`src/rtl/lif_pkg.sv`:
```
// Shared definitions for the LIF run sequencer: default widths,
// configuration byte indices and the sequencer state encoding.
package lif_pkg;

   // Default widths
   localparam int STEP_W_DEF  = 8;
   localparam int N_LANES_DEF = 3;
   localparam int CNT_W_DEF   = 8;

   // Position of each configuration byte in the 4-byte load sequence
   localparam logic [1:0] IDX_THR   = 2'd0;
   localparam logic [1:0] IDX_DEC   = 2'd1;
   localparam logic [1:0] IDX_REF   = 2'd2;
   localparam logic [1:0] IDX_STEPS = 2'd3;

   // Sequencer state encoding
   typedef logic [2:0] lif_state_t;
   localparam lif_state_t ST_IDLE  = 3'd0;
   localparam lif_state_t ST_LOAD  = 3'd1;
   localparam lif_state_t ST_READY = 3'd2;
   localparam lif_state_t ST_CLEAR = 3'd3;
   localparam lif_state_t ST_RUN   = 3'd4;
   localparam lif_state_t ST_DONE  = 3'd5;

endpackage

```
`src/rtl/lif_spike_accum.sv`:
```
// Popcount of the neuron spike lanes feeding a saturating spike counter.
// clr_i has priority over en_i; the count holds when neither is set.
module lif_spike_accum
   import lif_pkg::*;
#(
   parameter int N_LANES = N_LANES_DEF,
   parameter int CNT_W   = CNT_W_DEF
) (
   input  logic               clk,
   input  logic               rst_n,
   input  logic               clr_i,
   input  logic               en_i,
   input  logic [N_LANES-1:0] spikes_i,
   output logic [CNT_W-1:0]   count_o
);

   localparam int POP_W = $clog2(N_LANES + 1);

   logic [POP_W-1:0] pop_count;
   logic [CNT_W:0]   sum_wide;
   logic [CNT_W-1:0] count_q;
   logic [CNT_W-1:0] count_d;

   // Number of lanes spiking this cycle
   always_comb begin
      pop_count = '0;
      for (int i = 0; i < N_LANES; i++) begin
         pop_count = pop_count + POP_W'(spikes_i[i]);
      end
   end

   // One extra bit of headroom is enough to detect overflow because the
   // per-cycle increment never exceeds N_LANES.
   always_comb begin
      sum_wide = {1'b0, count_q} + (CNT_W + 1)'(pop_count);
      count_d  = count_q;
      if (clr_i) begin
         count_d = '0;
      end else if (en_i) begin
         count_d = sum_wide[CNT_W] ? '1 : sum_wide[CNT_W-1:0];
      end
   end

   // Counter register
   always_ff @(posedge clk or negedge rst_n) begin
      if (!rst_n) begin
         count_q <= '0;
      end else begin
         count_q <= count_d;
      end
   end

   assign count_o = count_q;

endmodule

```
`src/rtl/lif_run_sequencer.sv`:
```
// Run sequencer for the 3-lane LIF neuron: captures a 4-byte config from
// the shared byte bus, then on start clears the neuron, enables it for
// exactly N steps while counting spikes, and pulses done.
module lif_run_sequencer
   import lif_pkg::*;
#(
   parameter int STEP_W  = STEP_W_DEF,
   parameter int N_LANES = N_LANES_DEF,
   parameter int CNT_W   = CNT_W_DEF
) (
   input  logic               clk,
   input  logic               rst_n,
   input  logic               cfg_valid_i,
   input  logic [7:0]         cfg_data_i,
   output logic               cfg_ready_o,
   input  logic               start_i,
   input  logic               abort_i,
   input  logic [N_LANES-1:0] spike_in_i,
   output logic [7:0]         threshold_o,
   output logic [7:0]         decay_o,
   output logic [7:0]         refractory_period_o,
   output logic               neuron_en_o,
   output logic               neuron_rst_o,
   output logic               busy_o,
   output logic               cfg_loaded_o,
   output logic               done_o,
   output logic [CNT_W-1:0]   spike_count_o
);

   lif_state_t        state_q, state_d;
   logic [1:0]        idx_q, idx_d;
   logic [7:0]        thr_q, thr_d;
   logic [7:0]        dec_q, dec_d;
   logic [7:0]        ref_q, ref_d;
   logic [STEP_W-1:0] steps_q, steps_d;
   logic [STEP_W-1:0] step_cnt_q, step_cnt_d;
   logic              en_q, rst_q, done_q;

   logic              cfg_accept;
   logic [1:0]        load_idx;
   logic              acc_clr;
   logic              acc_en;

   // Handshake and status flags decoded straight from the state; start in
   // READY withdraws cfg_ready so a colliding byte is refused, not lost.
   always_comb begin
      cfg_ready_o  = (state_q == ST_IDLE) || (state_q == ST_LOAD) ||
                     ((state_q == ST_READY) && !start_i);
      busy_o       = (state_q == ST_CLEAR) || (state_q == ST_RUN);
      cfg_loaded_o = (state_q == ST_READY);
      cfg_accept   = cfg_valid_i && cfg_ready_o;
      // A byte arriving in READY always begins a fresh load sequence
      load_idx     = (state_q == ST_READY) ? IDX_THR : idx_q;
   end

   // Next-state, config capture and step-counter logic
   always_comb begin
      state_d    = state_q;
      idx_d      = idx_q;
      thr_d      = thr_q;
      dec_d      = dec_q;
      ref_d      = ref_q;
      steps_d    = steps_q;
      step_cnt_d = step_cnt_q;
      acc_clr    = 1'b0;
      acc_en     = 1'b0;

      case (state_q)
         ST_READY: begin
            if (start_i) begin
               state_d    = ST_CLEAR;
               step_cnt_d = steps_q;
               acc_clr    = 1'b1;
            end
         end
         ST_CLEAR: begin
            if (abort_i) begin
               state_d = ST_READY;
            end else if (steps_q == '0) begin
               state_d = ST_DONE;
            end else begin
               state_d = ST_RUN;
            end
         end
         ST_RUN: begin
            // Spikes seen in every enabled cycle count, including the last
            // one and one cut short by abort.
            acc_en = 1'b1;
            if (abort_i) begin
               state_d = ST_READY;
            end else begin
               step_cnt_d = step_cnt_q - STEP_W'(1);
               if (step_cnt_q == STEP_W'(1)) begin
                  state_d = ST_DONE;
               end
            end
         end
         ST_DONE: begin
            state_d = ST_READY;
         end
         ST_IDLE, ST_LOAD: begin
            // start and abort are ignored here; only config bytes matter
         end
         default: begin
            state_d = ST_IDLE;
         end
      endcase

      // Config bytes are only accepted in IDLE, LOAD and READY without start,
      // so this never overlaps the run transitions above.
      if (cfg_accept) begin
         case (load_idx)
            IDX_THR:   thr_d   = cfg_data_i;
            IDX_DEC:   dec_d   = cfg_data_i;
            IDX_REF:   ref_d   = cfg_data_i;
            IDX_STEPS: steps_d = STEP_W'(cfg_data_i);
            default:   thr_d   = thr_q;
         endcase
         idx_d   = load_idx + 2'd1;
         state_d = (load_idx == IDX_STEPS) ? ST_READY : ST_LOAD;
      end
   end

   // State, configuration and step counter registers
   always_ff @(posedge clk or negedge rst_n) begin
      if (!rst_n) begin
         state_q    <= ST_IDLE;
         idx_q      <= IDX_THR;
         thr_q      <= '0;
         dec_q      <= '0;
         ref_q      <= '0;
         steps_q    <= '0;
         step_cnt_q <= '0;
      end else begin
         state_q    <= state_d;
         idx_q      <= idx_d;
         thr_q      <= thr_d;
         dec_q      <= dec_d;
         ref_q      <= ref_d;
         steps_q    <= steps_d;
         step_cnt_q <= step_cnt_d;
      end
   end

   // Neuron controls and done are registered from the next state so they
   // line up exactly with the cycles spent in CLEAR, RUN and DONE.
   always_ff @(posedge clk or negedge rst_n) begin
      if (!rst_n) begin
         en_q   <= 1'b0;
         rst_q  <= 1'b0;
         done_q <= 1'b0;
      end else begin
         en_q   <= (state_d == ST_RUN);
         rst_q  <= (state_d == ST_CLEAR);
         done_q <= (state_d == ST_DONE);
      end
   end

   lif_spike_accum #(
      .N_LANES (N_LANES),
      .CNT_W   (CNT_W)
   ) u_accum (
      .clk      (clk),
      .rst_n    (rst_n),
      .clr_i    (acc_clr),
      .en_i     (acc_en),
      .spikes_i (spike_in_i),
      .count_o  (spike_count_o)
   );

   assign threshold_o         = thr_q;
   assign decay_o             = dec_q;
   assign refractory_period_o = ref_q;
   assign neuron_en_o         = en_q;
   assign neuron_rst_o        = rst_q;
   assign done_o              = done_q;

endmodule

```
`config.mk`:
```
export PLATFORM = sky130hd
export DESIGN_NAME = lif_run_sequencer
export DESIGN_NICKNAME = d
export VERILOG_FILES = /design/src/rtl/lif_pkg.sv /design/src/rtl/lif_spike_accum.sv /design/src/rtl/lif_run_sequencer.sv
export SDC_FILE = /design/constraint.sdc
export NUM_CORES = 1
export LEC_CHECK = 0
export ABC_CLOCK_PERIOD_IN_PS = 6340
export CAP_MARGIN = 20
export CORE_MARGIN = 2
export CORE_UTILIZATION = 45
export DETAILED_ROUTE_END_ITERATION = 7
export PLACE_DENSITY = 0.7
export SYNTH_ARGS = -nofsm -noshare
export SYNTH_HDL_FRONTEND = slang
export SYNTH_SLANG_ARGS = --single-unit
```
`constraint.sdc`:
```
create_clock -name clk -period 6.34 [get_ports clk]
set_input_delay 1.268 -clock clk [delete_from_list [all_inputs] [get_ports clk]]
set_output_delay 1.268 -clock clk [all_outputs]
set_load 0.03 [all_outputs]
```
==> results.md, run 1 <==
- The area of the mapped netlist is around 2600 um^2.
- The path class of the tightest hold or removal check is reg2reg.
- After synthesis the netlist holds a flip-flop and latch count of 56.
- After synthesis, flip-flops and latches occupy 52.93% of the total area.
- The data required time of the critical path is 5070 ps.
- The CTS tree is yes.
- The worst setup path is captured at an output pin.
- In this run the power density over the cells is between 400 and 500 nW/um^2.
- IR analysis of the VDD net gives a maximum drop of 0.0003069 V.
- Dividing the detail-routed wire length by the instance count gives 14.68 um.
- The minimum clock period after layout is 4004 ps.
- Synthesis produced a netlist whose cell count is 226.
- The area of the die is 6513 um^2.
- Walking the worst path, the cells encountered are clkdlybuf4s50_1 -> o21a_1 -> nor2_1 -> clkdlybuf4s50_1.
- The hold violation count in the final report is 0.
- The maximum fanout along the worst path is 4.
- The floorplan row count is 27.
- The initial antenna violation count is 0.
- The detailed router placed roughly 1900 vias in this run.
- Relative to the synthesized area, the layout overhead comes to 26.09%.
- The synthesized netlist net count is approximately 250.
- STA classifies the critical path startpoint as an input pin.
- The first-pass GRT wire length is 8887 um.
- In this run the remaining antenna-violating nets after routing total 0.
- The most repeated library cell on the critical path is sky130_fd_sc_hd__clkdlybuf4s50_1.
- The number of distinct standard cells referenced by the synthesized netlist is between 40 and 50.
- In this run the biggest area consumer among cell types represents 52.93% of the synthesized area.
- The mean instance size in the synthesized netlist is about 12 um^2.
- The number of endpoints failing setup at the final stage is 0.
- For this run, global-route usage on met3 was measured as under 10%.
- The measured slew at the worst slew-check pin is 699.5 ps.
- The final wirelength is 5198 um.
- The count of final max-slew check failures was 0.
- Setup repair after global routing left no endpoint under its margin.
- The max-cap check violation count is 0.
- After synthesis, the cell types taking the most area are sky130_fd_sc_hd__dfrtp_1 (53%), sky130_fd_sc_hd__mux2_2 (14%), sky130_fd_sc_hd__ha_1 (3.8%), sky130_fd_sc_hd__o21ai_0 (2.3%), sky130_fd_sc_hd__nor2_1 (2.0%).
- The flow ran to the end, and the final reports show no timing, DRC or antenna violations.
- The core box area is 5608 um^2.
- met2 is the most crowded layer.
- Clock tree synthesis found a total of 56 sinks.
- For this run, the slowest stage of the critical path takes 670 ps.
- The Yosys warning count is 0.
- The HPWL after detailed placement is around 3700 um.
- Counting along the longest clock path gives a buffer depth of 2.
- Routability-driven placement finished with a final weighted congestion of around 0.75.
- The violation count after the first detailed-route iteration is 115.
- Post-CTS timing repair inserted 0 buffers for setup.
- The width of the die is 80.71 um.
- After global routing the overflow that remains totals 0.
- The later pin in the worst-skew pair is clocked with a latency of about 320 ps.
- Counting the fill cells in the layout gives 531.
- The number of DRC violations after detailed routing is 0.
- The type of the worst setup path is in2out.
- The port buffer count is 53.
- The root buffer cell is sky130_fd_sc_hd__clkbuf_8.
- The number of nets at the end of the flow is between 300 and 400.
- The share of synthesized flip-flops with an asynchronous set or reset is 100.0%.
- The dominant register cell in the synthesized netlist is sky130_fd_sc_hd__dfrtp_1.
- In the finished design, the share of the clock period the worst path needs comes to 63.16%.
- The final total negative setup slack is 0 ps.
- Measured against its own limit, the worst slew margin works out to 53.37%.
- The via count of the first global-routing pass is 1853.
- The count of antenna diodes in the layout is 0.
- The met1 routing resource usage after global routing is 23.32%.
- The library cell with the largest summed area after synthesis is sky130_fd_sc_hd__dfrtp_1.
- The final standard cell count with taps included and fillers excluded is 354.
- After detailed routing, the number of vias per cell comes to 5.432.
- After clock tree synthesis, the clock-pin slew on the worst setup and hold paths is approximately 100 ps.
- Counting instances, the worst hold path has a depth of 1.
- In this run, post-CTS repair resized a total of 0 instances.
- The fraction of final layout cells sized beyond drive strength 1 is around a fifth.
- Buffers inserted during clock tree synthesis total 5.
- The sequential cell area in the final layout is 1401 um^2.
- The number of cells on the worst reg-to-reg path is 7.
- The number of flops mapped to enable cells by yosys is 0.
- The multi-input combinational cells in the finished layout cover a total of 1177 um^2.
- The final setup skew is between 10 and 15 ps.
- The worst-path cell with the longest stage delay is sky130_fd_sc_hd__clkdlybuf4s50_1.
- From bottom edge to top edge, the die measures between 80 and 90 um.
- The hold-fix buffer count after cts is 0.
- The starting utilization of the core area is ~47%.
- Counting tap cells, the placed design contains a total of ~350 instances.
- During I/O placement, the number of pins put on the boundary was between 50 and 60.
- Global routing used 27.25% of the available met2 tracks.
- The design draws 0.001609 W.
- For this run, the total global-route usage over all layers was measured as 17.75%.
- The depth of the CTS H-tree is 2.
- For this run, the top clock speed supported by timing is 249.7 MHz.
- Entering global routing, the biggest net connects 57 pins.
- The total leakage power is 1.381 nW.
- For this run, the detailed router's first-pass iteration total came to 4.
- Data on the critical path arrives at its endpoint at 2740 ps.
==> flip-flops by register name, summed over array words and instances (netlist names) <==
register and cells:
threshold_o 8, neuron_en_o 1, done_o 1, neuron_rst_o 1
idx_q 2, u_accum.count_o 8, step_cnt_q 8, steps_q 8
state_q 3, refractory_period_o 8, decay_o 8
==> cell usage in the layout (no fill, tap or decap), types with 2 or more instances in the layout <==
cell type	n
sky130_fd_sc_hd__ha_1	8
sky130_fd_sc_hd__mux2_2	33
sky130_fd_sc_hd__dfrtp_1	56
sky130_fd_sc_hd__nor2b_1	2
sky130_fd_sc_hd__nor3_1	6
sky130_fd_sc_hd__inv_1	9
sky130_fd_sc_hd__nor3b_1	2
sky130_fd_sc_hd__buf_4	2
sky130_fd_sc_hd__a211oi_1	4
sky130_fd_sc_hd__or3b_2	3
sky130_fd_sc_hd__nor4_1	4
sky130_fd_sc_hd__inv_6	2
sky130_fd_sc_hd__clkdlybuf4s50_1	52
sky130_fd_sc_hd__a311oi_1	2
sky130_fd_sc_hd__nand4_1	2
sky130_fd_sc_hd__nand2b_1	4
sky130_fd_sc_hd__fa_1	2
sky130_fd_sc_hd__nand2_1	10
sky130_fd_sc_hd__a21oi_1	9
sky130_fd_sc_hd__a22oi_1	4
sky130_fd_sc_hd__nor2_1	14
sky130_fd_sc_hd__o21ai_0	12
sky130_fd_sc_hd__nand2_2	4
sky130_fd_sc_hd__nor4b_1	2
sky130_fd_sc_hd__nand3_1	7
sky130_fd_sc_hd__or4_1	2
sky130_fd_sc_hd__clkbuf_8	5
sky130_fd_sc_hd__o2bb2ai_1	4
sky130_fd_sc_hd__o21a_1	2
==> layout make-up <==
| class | instances | share of cell area, % |
|---|---|---|
| Clock inverter | 3 | 0.7871 |
| Sequential cell | 56 | 41.98 |
| Timing Repair Buffer | 55 | 16.19 |
| Inverter | 9 | 1.012 |
| Multi-Input combinational cell | 154 | 35.27 |
| Clock buffer | 5 | 2.061 |
| Tap cell | 72 | 2.699 |
==> cell usage after synthesis, types with 3 or more instances <==
cell type                    n
sky130_fd_sc_hd__dfrtp_1    56
sky130_fd_sc_hd__nor3_1      6
sky130_fd_sc_hd__a21oi_1     9
sky130_fd_sc_hd__nor2_1     14
sky130_fd_sc_hd__nand2_1    10
sky130_fd_sc_hd__a211oi_1    4
sky130_fd_sc_hd__nand2b_1    4
sky130_fd_sc_hd__ha_1        8
sky130_fd_sc_hd__o2bb2ai_1   4
sky130_fd_sc_hd__nand2_2     4
sky130_fd_sc_hd__a22oi_1     4
sky130_fd_sc_hd__or3b_2      3
sky130_fd_sc_hd__nor4_1      4
sky130_fd_sc_hd__o21ai_0    12
sky130_fd_sc_hd__buf_2       4
sky130_fd_sc_hd__inv_1       9
sky130_fd_sc_hd__nand3_1     7
sky130_fd_sc_hd__mux2_2     33
==> critical path, delay by kind of cell <==
kind | cells | cell delay, ps
AO/OA/AOI/OAI | 1 | 240
buffers and inverters | 2 | 1120
AND/OR/NAND/NOR | 1 | 100
==> path summary, 6_finish.rpt <==
kind	startpoint	to	slack, ps
setup / recovery	start_i	cfg_ready_o	2340
hold / removal	decay_o[1]$_DFFE_PN0P_	decay_o[1]$_DFFE_PN0P_	510
setup reg to reg	u_accum.count_o[0]$_DFFE_PN0P_	u_accum.count_o[5]$_DFFE_PN0P_	4050
hold reg to reg	decay_o[1]$_DFFE_PN0P_	decay_o[1]$_DFFE_PN0P_	510
max in group asynchronous	rst_n	state_q[0]$_DFF_PN0_	4800
min in group asynchronous	rst_n	u_accum.count_o[6]$_DFFE_PN0P_	1070
==> kinds of logic after synthesis <==
logic type / Yosys count / synth area share, %
flip-flops: 56 / 52.93
AND/OR/NAND/NOR: 67 / 14.27
buffers and inverters: 16 / 2.599
AO/OA/AOI/OAI: 43 / 10.49
adder cells (fa/ha/maj): 10 / 5.293
multiplexers: 34 / 14.41
==> layer usage <==
| layer | wire length [um] | up-vias |
|---|---|---|
| met3 | 409 | 6 |
| met5 | 0 | - |
| met1 | 2377 | 927 |
| li1 | - | 941 |
| met4 | 57 | 0 |
| met2 | 2354 | 49 |
==> report_power, final <==
group	internal, W	switching [W]	leakage [nW]	total [W]
clock network	0.0000817	0.000126	0.0491	0.000207
registers	0.000512	0.000124	0.688	0.000635
logic	0.000362	0.000404	0.644	0.000767
total	0.000956	0.000654	1.38	0.00161
==> metrics by stage <==
stage | worst slack, ps | cell area, um^2 | hold WS [ps] | utilization, %
2_1_floorplan | 3184 | 2648 | 479.5 | -
3_3_place_gp | 2352 | 3243 | 486.3 | 57.83
3_5_place_dp | 2331 | 3243 | 494.1 | 57.83
4_1_cts | 2331 | 3338 | 517.9 | 59.53
5_1_grt | 2265 | 3338 | 524.4 | 59.53
6_report | 2336 | 3338 | 513.8 | 59.53
Power figures use the tool's default switching activity.
==> inputs of run 2 (changes only) <==
--- a/config.mk
+++ b/config.mk
@@ -5,12 +5,12 @@
 export SDC_FILE = /design/constraint.sdc
 export NUM_CORES = 1
 export LEC_CHECK = 0
-export ABC_CLOCK_PERIOD_IN_PS = 6340
+export ABC_CLOCK_PERIOD_IN_PS = 3270
 export CAP_MARGIN = 20
 export CORE_MARGIN = 2
 export CORE_UTILIZATION = 45
 export DETAILED_ROUTE_END_ITERATION = 7
-export PLACE_DENSITY = 0.7
+export PLACE_DENSITY = 0.73
 export SYNTH_ARGS = -nofsm -noshare
 export SYNTH_HDL_FRONTEND = slang
 export SYNTH_SLANG_ARGS = --single-unit
==> constraint.sdc (replaced) <==
create_clock -name clk -period 3.27 [get_ports clk]
set_input_delay 0.654 -clock clk [delete_from_list [all_inputs] [get_ports clk]]
set_output_delay 0.654 -clock clk [all_outputs]
set_load 0.03 [all_outputs]
==> results.md, run 2 (synthesized netlist as in run 1, its figures left out) <==
- The flow ran to the end, and the final reports show no timing, DRC or antenna violations.
- The number of nets with antenna violations after detailed routing is 0.
- The count of antenna diodes in the layout is 0.
- The via count of the first global-routing pass came to between 2000 and 2500.
- The hold violation count in the final report is 0.
- The routed design has 5328 um of wire.
- Buffers inserted during clock tree synthesis total 5.
- The library cell used most frequently in the layout, excluding fill and tap cells, is sky130_fd_sc_hd__dfrtp_1.
- In this run the tightest slew margin relative to its limit is 53.37%.
- Routability-driven placement finished with a final weighted congestion of 0.7946.
- The total leakage power is 1.391 nW.
- The root buffer cell is sky130_fd_sc_hd__clkbuf_8.
- Setup violations remaining at the end of the flow were counted as 0.
- The worst setup path is launched from a flop.
- IR analysis of the VDD net gives a maximum drop of 0.0007005 V.
- The class of the worst hold path is in2async.
- Entering global routing, the biggest net connects 57 pins.
- During placement, the flow inserted port buffers numbering 53.
- The total global-route track usage is 18.17%.
- In the final routed layout, each cell accounts on average for 14.97 um.
- Data on the critical path arrives at its endpoint at 2190 ps.
- The area of the die is 6513 um^2.
- The number of primary I/O pins is 54.
- The relative area change from synthesis to final layout is 26.65%.
- The count of final max-slew check failures was 0.
- After clock tree synthesis, the clock-pin slew on the worst setup and hold paths is 100 ps.
- The worst-path cell with the longest stage delay is sky130_fd_sc_hd__clkdlybuf4s50_1.
- The core box area is 5608 um^2.
- In the layout the commonest cells are sky130_fd_sc_hd__dfrtp_1 (56), sky130_fd_sc_hd__clkdlybuf4s50_1 (52), sky130_fd_sc_hd__mux2_2 (33).
- The die is about 81 um tall.
- The post-CTS setup buffer count is 0.
- Across the run, the number of max-cap violations was 0.
- The met1 routing resource usage after global routing is 22.18%.
- Global routing used a little under a third of the available met2 tracks.
- The worst setup path is captured at an output pin.
- The minimum clock period after layout is around 2800 ps.
- Fill cells in the final layout number 494.
- The final worst hold slack is 456.6 ps.
- The starting utilization of the core area is 47.21%.
- The fraction of final layout cells sized beyond drive strength 1 is 19.37%.
- The hold-fix buffer count after cts is 0.
- The first-pass GRT wire length is between 9000 and 10000 um.
- The first TritonRoute pass finished after 4 iterations.
- In the final timing run, aggregate negative setup slack is 0 ps.
- The initial antenna violation count was 0.
- The share of the cycle needed by the critical path after routing is between 80% and 90%.
- The routed layout has 1966 vias.
- In this run the core area contains 27 standard-cell rows.
- After global routing the overflow that remains totals 0.
- TritonCTS built the clock tree.
- Dividing the detail-routed via count by the number of cells gives 5.522.
- Traced cell by cell, the critical path runs through or3b_2 -> o21ai_0 -> clkdlybuf4s50_1.
- The maximum single-stage delay on the critical path is 710 ps.
- In this run, post-CTS repair resized a total of 0 instances.
- Setup repair after global routing left no endpoint under its margin.
- The number of DRC violations after detailed routing is 0.
- For this block, the initial DRC count from the detailed router was around 120.
- After the last flow step, the layout net total stands at between 300 and 400.
- The depth of the CTS H-tree is 2.
- On the final layout, the worst clock skew is 11.88 ps.
- The measured slew at the worst slew-check pin is 699.4 ps.
- Along the worst path, the maximum fanout reaches 13.
- STA puts the critical path data required time at 2620 ps.
- Detailed placement finished with a half-perimeter wire length of 3867 um.
- For met3 alone, demand over resource in global routing was around 5.7%.
- The overall power consumption is 0.003132 W.
- The clock passes through at most 2 buffers.
- The critical path is of the reg2out type.
- The tree built by TritonCTS fans out to between 50 and 60 sinks.
- The routing layer with the top usage in global route is met2.
- The top achievable clock speed is 351.5 MHz.
- The die is between 80 and 90 um wide.
- In this run the power density over the cells is 934.1 nW/um^2.
- The clock insertion delay at the later pin of the skew report is about 310 ps.
- Setup slack on the worst reg-to-reg path comes out at 940 ps.
[run 2: area by class of cell]
type,instances,area (um^2),share of cell area [%]
Clock buffer,5,68.82,2.052
Clock inverter,3,26.28,0.7836
Inverter,9,33.78,1.007
Multi-Input combinational cell,154,1177,35.11
Sequential cell,56,1401,41.79
Tap cell,72,90.09,2.687
Timing Repair Buffer,57,555.5,16.57
[run 2: path summary, 6_finish.rpt]
check                                              startpoint                            endpoint  cells after the start
max reg2reg                    u_accum.count_o[0]$_DFFE_PN0P_      u_accum.count_o[2]$_DFFE_PN0P_                      7
min                                                     rst_n              neuron_rst_o$_DFF_PN0_                      2
max                                      state_q[0]$_DFF_PN0_                              busy_o                      3
max in group asynchronous                               rst_n  refractory_period_o[2]$_DFFE_PN0P_                      2
min reg2reg                refractory_period_o[2]$_DFFE_PN0P_  refractory_period_o[2]$_DFFE_PN0P_                      1
min in group clk           refractory_period_o[2]$_DFFE_PN0P_  refractory_period_o[2]$_DFFE_PN0P_                      1
[run 2: worst max-delay path: cells and delay by family, from the launching register on]
| family | cells | cell delay, ps |
|---|---|---|
| buffers and inverters | 1 | 710 |
| DFF | 1 | 540 |
| AOI/OAI and AO/OA | 1 | 120 |
| and+or+nand+nor | 1 | 530 |
[run 2: stage by stage]
| step | util, % | cells | cell area [um^2] | setup WS [ps] |
|---|---|---|---|---|
| 3_5_place_dp | 58.10 | 348 | 3258 | 182.6 |
| 5_1_grt | 59.79 | 356 | 3353 | 345.8 |
| 4_1_cts | 59.79 | 356 | 3353 | 417.4 |
| 2_1_floorplan | - | 226 | 2648 | 677.1 |
| 3_3_place_gp | 58.10 | 348 | 3258 | 305.5 |
| 6_report | 59.79 | 356 | 3353 | 425.1 |
[run 2: per-layer routing]
metal	wire (um)	part of all wire, %	vias up
li1	-	-	931
met1	2262	42	967
met2	2608	49	62
met3	396	7.4	6
met4	61	1.1	0
met5	0	0	-
[run 2: where the power goes]
part	internal, W	switching, W	total, W
sequential	0.000992	0.000238	0.00123
combinational	0.000706	0.000798	0.00150
clock	0.000158	0.000240	0.000398
==> inputs of run 3 (changes only) <==
--- a/config.mk
+++ b/config.mk
@@ -9,6 +9,7 @@
 export CAP_MARGIN = 20
 export CORE_MARGIN = 2
 export CORE_UTILIZATION = 45
+export CTS_CLUSTER_SIZE = 25
 export DETAILED_ROUTE_END_ITERATION = 7
 export PLACE_DENSITY = 0.73
 export SYNTH_ARGS = -nofsm -noshare
==> results of run 3 <==
Final layout, timing and power as in run 2 (identical DEF).
